## src/rtl/video_dither_6bit.sv

```systemverilog
// video_dither_6bit
//   Output stage from the guest core's 8-bit RGB to 6-bit VGA DAC pins.
//   Two ce_pix-qualified pipeline stages apply 2x2 ordered (Bayer) dithering,
//   optionally rotated once per frame, so the two dropped LSBs survive as
//   average intensity. HS/VS/DE are delayed by the same two stages.
//
// Ports
//   clk_sys              video/system clock
//   reset                asynchronous, active-high reset
//   ce_pix               pixel clock enable; no state moves without it
//   enable               1 = dither, 0 = plain truncation to c[7:2]
//   r_in/g_in/b_in [7:0] colour from the guest
//   hs_in/vs_in/de_in    syncs and active-video flag from the guest
//   r_out/g_out/b_out    6-bit colour, forced to 0 outside active video
//   hs_out/vs_out/de_out syncs and DE delayed by 2 ce_pix pulses
//
// Parameters
//   TEMPORAL  1 = add the frame counter to the Bayer threshold

module video_dither_6bit #(
  parameter bit TEMPORAL = 1'b1
) (
  input  logic       clk_sys,
  input  logic       reset,
  input  logic       ce_pix,
  input  logic       enable,
  input  logic [7:0] r_in,
  input  logic [7:0] g_in,
  input  logic [7:0] b_in,
  input  logic       hs_in,
  input  logic       vs_in,
  input  logic       de_in,
  output logic [5:0] r_out,
  output logic [5:0] g_out,
  output logic [5:0] b_out,
  output logic       hs_out,
  output logic       vs_out,
  output logic       de_out
);

  // stage 1
  logic [7:0] r1_q, r1_d, g1_q, g1_d, b1_q, b1_d;
  logic       hs1_q, hs1_d, vs1_q, vs1_d, de1_q, de1_d;
  logic [1:0] t1_q, t1_d;

  // position tracking
  logic       hs_prev_q, hs_prev_d, vs_prev_q, vs_prev_d, de_prev_q, de_prev_d;
  logic       x_par_q, x_par_d, y_par_q, y_par_d;
  logic [1:0] frame_q, frame_d;

  // stage 2
  logic [5:0] r2_q, r2_d, g2_q, g2_d, b2_q, b2_d;
  logic       hs2_q, hs2_d, vs2_q, vs2_d, de2_q, de2_d;

  logic [1:0] bayer;
  logic [1:0] t_next;

  // The 7-bit sum only overflows 63 when base is already 63 and the
  // threshold asks for a bump; clamp rather than wrap to black.
  function automatic logic [5:0] dither_chan(input logic [7:0] c,
                                             input logic [1:0] t,
                                             input logic       en);
    logic [6:0] sum;
    sum = {1'b0, c[7:2]} + {6'd0, (en && (c[1:0] > t))};
    return (sum > 7'd63) ? 6'd63 : sum[5:0];
  endfunction

  always_comb begin
    case ({y_par_q, x_par_q})
      2'b00:   bayer = 2'd0;
      2'b01:   bayer = 2'd2;
      2'b10:   bayer = 2'd3;
      default: bayer = 2'd1;
    endcase
    // 2-bit add wraps, giving the mod-4 rotation for free
    t_next = bayer + (TEMPORAL ? frame_q : 2'd0);
  end

  always_comb begin
    r1_d      = r1_q;
    g1_d      = g1_q;
    b1_d      = b1_q;
    hs1_d     = hs1_q;
    vs1_d     = vs1_q;
    de1_d     = de1_q;
    t1_d      = t1_q;
    hs_prev_d = hs_prev_q;
    vs_prev_d = vs_prev_q;
    de_prev_d = de_prev_q;
    x_par_d   = x_par_q;
    y_par_d   = y_par_q;
    frame_d   = frame_q;
    r2_d      = r2_q;
    g2_d      = g2_q;
    b2_d      = b2_q;
    hs2_d     = hs2_q;
    vs2_d     = vs2_q;
    de2_d     = de2_q;

    if (ce_pix) begin
      r1_d  = r_in;
      g1_d  = g_in;
      b1_d  = b_in;
      hs1_d = hs_in;
      vs1_d = vs_in;
      de1_d = de_in;
      t1_d  = t_next;

      // counters watch the stage-1 copies so edges are judged on
      // registered, glitch-free signals
      hs_prev_d = hs1_q;
      vs_prev_d = vs1_q;
      de_prev_d = de1_q;

      if (de1_q && !de_prev_q) begin
        x_par_d = 1'b0;
      end else if (de1_q) begin
        x_par_d = ~x_par_q;
      end

      if (hs1_q && !hs_prev_q) begin
        y_par_d = ~y_par_q;
      end

      if (vs1_q && !vs_prev_q) begin
        frame_d = frame_q + 2'd1;
      end

      hs2_d = hs1_q;
      vs2_d = vs1_q;
      de2_d = de1_q;
      r2_d  = de1_q ? dither_chan(r1_q, t1_q, enable) : 6'd0;
      g2_d  = de1_q ? dither_chan(g1_q, t1_q, enable) : 6'd0;
      b2_d  = de1_q ? dither_chan(b1_q, t1_q, enable) : 6'd0;
    end
  end

  always_ff @(posedge clk_sys or posedge reset) begin
    if (reset) begin
      r1_q      <= '0;
      g1_q      <= '0;
      b1_q      <= '0;
      hs1_q     <= 1'b0;
      vs1_q     <= 1'b0;
      de1_q     <= 1'b0;
      t1_q      <= '0;
      hs_prev_q <= 1'b0;
      vs_prev_q <= 1'b0;
      de_prev_q <= 1'b0;
      x_par_q   <= 1'b0;
      y_par_q   <= 1'b0;
      frame_q   <= '0;
      r2_q      <= '0;
      g2_q      <= '0;
      b2_q      <= '0;
      hs2_q     <= 1'b0;
      vs2_q     <= 1'b0;
      de2_q     <= 1'b0;
    end else begin
      r1_q      <= r1_d;
      g1_q      <= g1_d;
      b1_q      <= b1_d;
      hs1_q     <= hs1_d;
      vs1_q     <= vs1_d;
      de1_q     <= de1_d;
      t1_q      <= t1_d;
      hs_prev_q <= hs_prev_d;
      vs_prev_q <= vs_prev_d;
      de_prev_q <= de_prev_d;
      x_par_q   <= x_par_d;
      y_par_q   <= y_par_d;
      frame_q   <= frame_d;
      r2_q      <= r2_d;
      g2_q      <= g2_d;
      b2_q      <= b2_d;
      hs2_q     <= hs2_d;
      vs2_q     <= vs2_d;
      de2_q     <= de2_d;
    end
  end

  assign r_out  = r2_q;
  assign g_out  = g2_q;
  assign b_out  = b2_q;
  assign hs_out = hs2_q;
  assign vs_out = vs2_q;
  assign de_out = de2_q;

endmodule

```

## config.mk

```make
export PLATFORM = sky130hd
export DESIGN_NAME = video_dither_6bit
export DESIGN_NICKNAME = d
export VERILOG_FILES = /design/src/rtl/video_dither_6bit.sv
export SDC_FILE = /design/constraint.sdc
export NUM_CORES = 1
export LEC_CHECK = 0
export CORE_MARGIN = 4
export CORE_UTILIZATION = 55
export DETAILED_ROUTE_END_ITERATION = 12
export GPL_TIMING_DRIVEN = 0
export PLACE_DENSITY_LB_ADDON = 0.3
export SKIP_CTS_REPAIR_TIMING = 1
export SYNTH_ARGS = -nofsm -noshare
export SYNTH_HDL_FRONTEND = slang
export SYNTH_SLANG_ARGS = --single-unit
export TNS_END_PERCENT = 1
```

## constraint.sdc

```tcl
create_clock -name clk_sys -period 4.15 [get_ports clk_sys]
set_input_delay 0.6225 -clock clk_sys [delete_from_list [all_inputs] [get_ports clk_sys]]
set_output_delay 0.6225 -clock clk_sys [all_outputs]
set_load 0.02 [all_outputs]
```

==> results.yml <==
timing:
  drv_slew: 0
  finalCriticalPeriod_ns: 2.25
  fin_setup_tns_ns: 0
  rsz0062_at_grt: "no"
  hold_viol_final: 0
  setup_violations: 0
  fmax_mhz: 444
  finalCritPeriodShare_pct: 54.2
  finClkSkew_ns: 0.00749
  fin_ws_ns: 1.90
  relSlewSlack_pct: 70.6
  worstMarginPinSlew_ns: 0.441
route:
  wl_per_cell_um: 15.5
  totalWireLength_mm: 5.30
  vias: 1860
  drc: 0
  drtIter0Drc: 116
  drtPass1Iterations: 4
  routed_via_density: 5.45
  ant_nets: 0
pwr:
  internal_power_uw: 988
  comb_power_share_pct: 32.7
  peakVddDrop_uv: 248
  p_sw_uw: 461
  clkPwrFrac_pct: 20.0
  power_leakage_uw: 0.00147
  seqPwrFrac_pct: 47.3
  sw_frac_of_total_pct: 31.8
  powerDensity_nw_per_um2: 444
placed_design:
  gp_congestion: 0.759
  place.port_buffers: 50
  dpl_cell_area_um2: 3180
  placed_cells: 335
  hpwlAfterDp_mm: 3.95
  dpl_worst_slack_ns: 1.57
grt:
  grt_usage_pct: 19.2
  grtUsageMet2_pct: 32.8
  grt.busiest_layer: "met2"
  overflow: 0
  grt_pass1_wl_mm: 9.00
  met1_usage_pct: 24.1
  global_route.usage.met3_pct: 4.10
  grt_start_max_net_pins: 41
  antenna_found_initial: 0
  grt_pass1_vias: 1885
critical_path:
  crit_path_top_delay_cell: "clkdlybuf4s50_1"
  critPathLaunchType: "input port"
  critPathCaptureType: "register"
  critPathArrivalTime_ns: 2.48
  path_common_cell: "ha_1"
  critical_path_class: "in2reg"
  worstPathRequired_ns: 4.38
  path_cells: "clkdlybuf4s50_1 -> nand2_1 -> nor2_1 -> ha_1 -> ha_1 -> and4b_1 -> a21o_1 -> o22ai_1"
  critPathMaxStageDelay_ns: 0.51
  cp_max_fo: 7
worst_hold_path:
  hp-class: "reg2reg"
layout:
  drive_gt1_share_pct: 16.6
  final_common_cell: "dfrtp_1"
  synthToLayoutAreaGrowth_pct: 25.7
  antenna_cells: 0
  stdcell_area_um2: 3260
  final_nets: 334
  fillers: 325
  layout_common_cells: "54 x dfrtp_1, 50 x clkdlybuf4s50_1, 25 x inv_1, 25 x mux2_2, 15 x a31oi_1"
  final_cells: 341
  utilization_pct: 72.9
yosys:
  synthesis.area_um2: 2590
  syn_avg_cell_area_um2: 11.2
  yosysWarningCount: 0
  ys_seq_elements: 54
  ys_types: 32
  ys_seq_area_share_pct: 52.1
  synthesis.instances: 232
  synth_fp_nets: 276
clock_network:
  clockBufferDepth: 2
  clock_latency_ns: 0.31
  clkTransAtPathRegs_ns: 0.09
  cts_inserted_buffers: 5
  htree_levels: 2
  cts_tree: "yes"
  cts-root-buf: "clkbuf_8"
  cts_num_sinks: 54
floorplan:
  num_rows: 24
  fp.dieH_um: 76.7
  ioPinCount: 52
  die_w_um: 76.7
  dieArea_um2: 5880
  core_um2: 4470
  initial_core_util_pct: 58.0
run_status:
  outcome: "complete, no violations"
run:
  drv_cap: 0
[sequential cells by signal, summed over array words and instances, names as in the netlist, 2 cells and up]
name / cells
r_out: 6
b_out: 6
g1_q: 8
frame_q: 2
t1_q: 2
r1_q: 8
g_out: 6
b1_q: 8
[power by group through the flow]
| stage | clock [µW] | sequential, µW | combinational [µW] |
|---|---|---|---|
| after floorplan | 0 | 721 | 271 |
| after CTS | 298 | 685 | 478 |
| after global placement | 0 | 692 | 453 |
| after global routing | 320 | 699 | 524 |
| after detailed placement | 0 | 695 | 476 |
| final | 290 | 685 | 474 |
[routing by layer]
metal	vias up	share of wire, %
li1	927	-
met1	889	45
met2	36	50
met3	8	3.4
met4	0	1.5
met5	-	0
[kinds of logic (layout without fill, tap and decap cells)]
logic type	count (synthesis)	in the layout	synth area share, %
multiplexers	26	26	11.2
buffers and inverters	38	95	6.65
XOR/XNOR	11	11	3.71
flip-flops	54	54	52.1
AO/OA/AOI/OAI	46	46	11.1
AND/OR/NAND/NOR	44	44	8.97
adder cells (fa/ha/maj)	13	13	6.27
[path summary, 6_finish.rpt]
| check | start | end | slack (ns) | cells past startpoint |
|---|---|---|---|---|
| setup reg to reg | t1_q[1] | g_out[5] | 1.91 | 10 |
| min in group asynchronous | reset | b_out[5] | 0.59 | 2 |
| setup / recovery | enable | g_out[5] | 1.90 | 8 |
| hold / removal | frame_q[1] | frame_q[1] | 0.51 | 1 |
| hold reg to reg | frame_q[1] | frame_q[1] | 0.51 | 1 |
| max in group asynchronous | reset | vs1_q | 3.04 | 3 |
[Yosys cell counts]
cell type  number  area share (%)
nand2b_1        3            0.72
xor2_1          7             2.4
o21ai_0        10             1.9
or2_2           1            0.24
inv_1          26             3.8
and3_4          1            0.43
nand2_1        14             2.0
nor3_1          1            0.19
a21o_1          1            0.29
and4b_2         1            0.43
mux2i_1         1            0.39
dfrtp_1        54              52
and3_1          3            0.72
buf_6           1            0.43
and4_1          1            0.34
o32ai_1         3             1.0
mux2_2         25              11
a21oi_1         5            0.96
nand3_1         6             1.2
nand4_1         2            0.48
clkbuf_1        1            0.14
and4b_1         1            0.39
clkbuf_2        1            0.19
nor2_1          8             1.2
buf_2           8             1.5
and3b_1         2            0.68
buf_8           1            0.58
ha_1           13             6.3
o22ai_1        11             2.7
a31oi_1        15             3.6
o32ai_2         1            0.63
xnor2_1         4             1.3
[per-stage QoR]
step                      hold WS, ns  total power (µW)
final                           0.507              1450
after floorplan                 0.466               993
after CTS                       0.509              1460
after global placement          0.482              1140
after global routing            0.519              1540
after detailed placement        0.492              1170
[cell type report]
class	instances	area, µm²	share of cell area, %
Multi-Input combinational cell	140	1070	32.8
Tap cell	52	65.1	1.99
Buffer	12	75.1	2.30
Sequential cell	54	1350	41.4
Timing Repair Buffer	51	520	16.0
Clock buffer	6	82.6	2.53
Inverter	26	97.6	2.99
[critical path: cells and delay by family]
family / cells / cell delay, ns
buffers and inverters: 1 / 0.51
and+or+nand+nor: 3 / 0.48
AOI/OAI and AO/OA: 2 / 0.29
adders and majority gates: 2 / 0.57
Note: power is estimated with default switching activity, not from simulation.
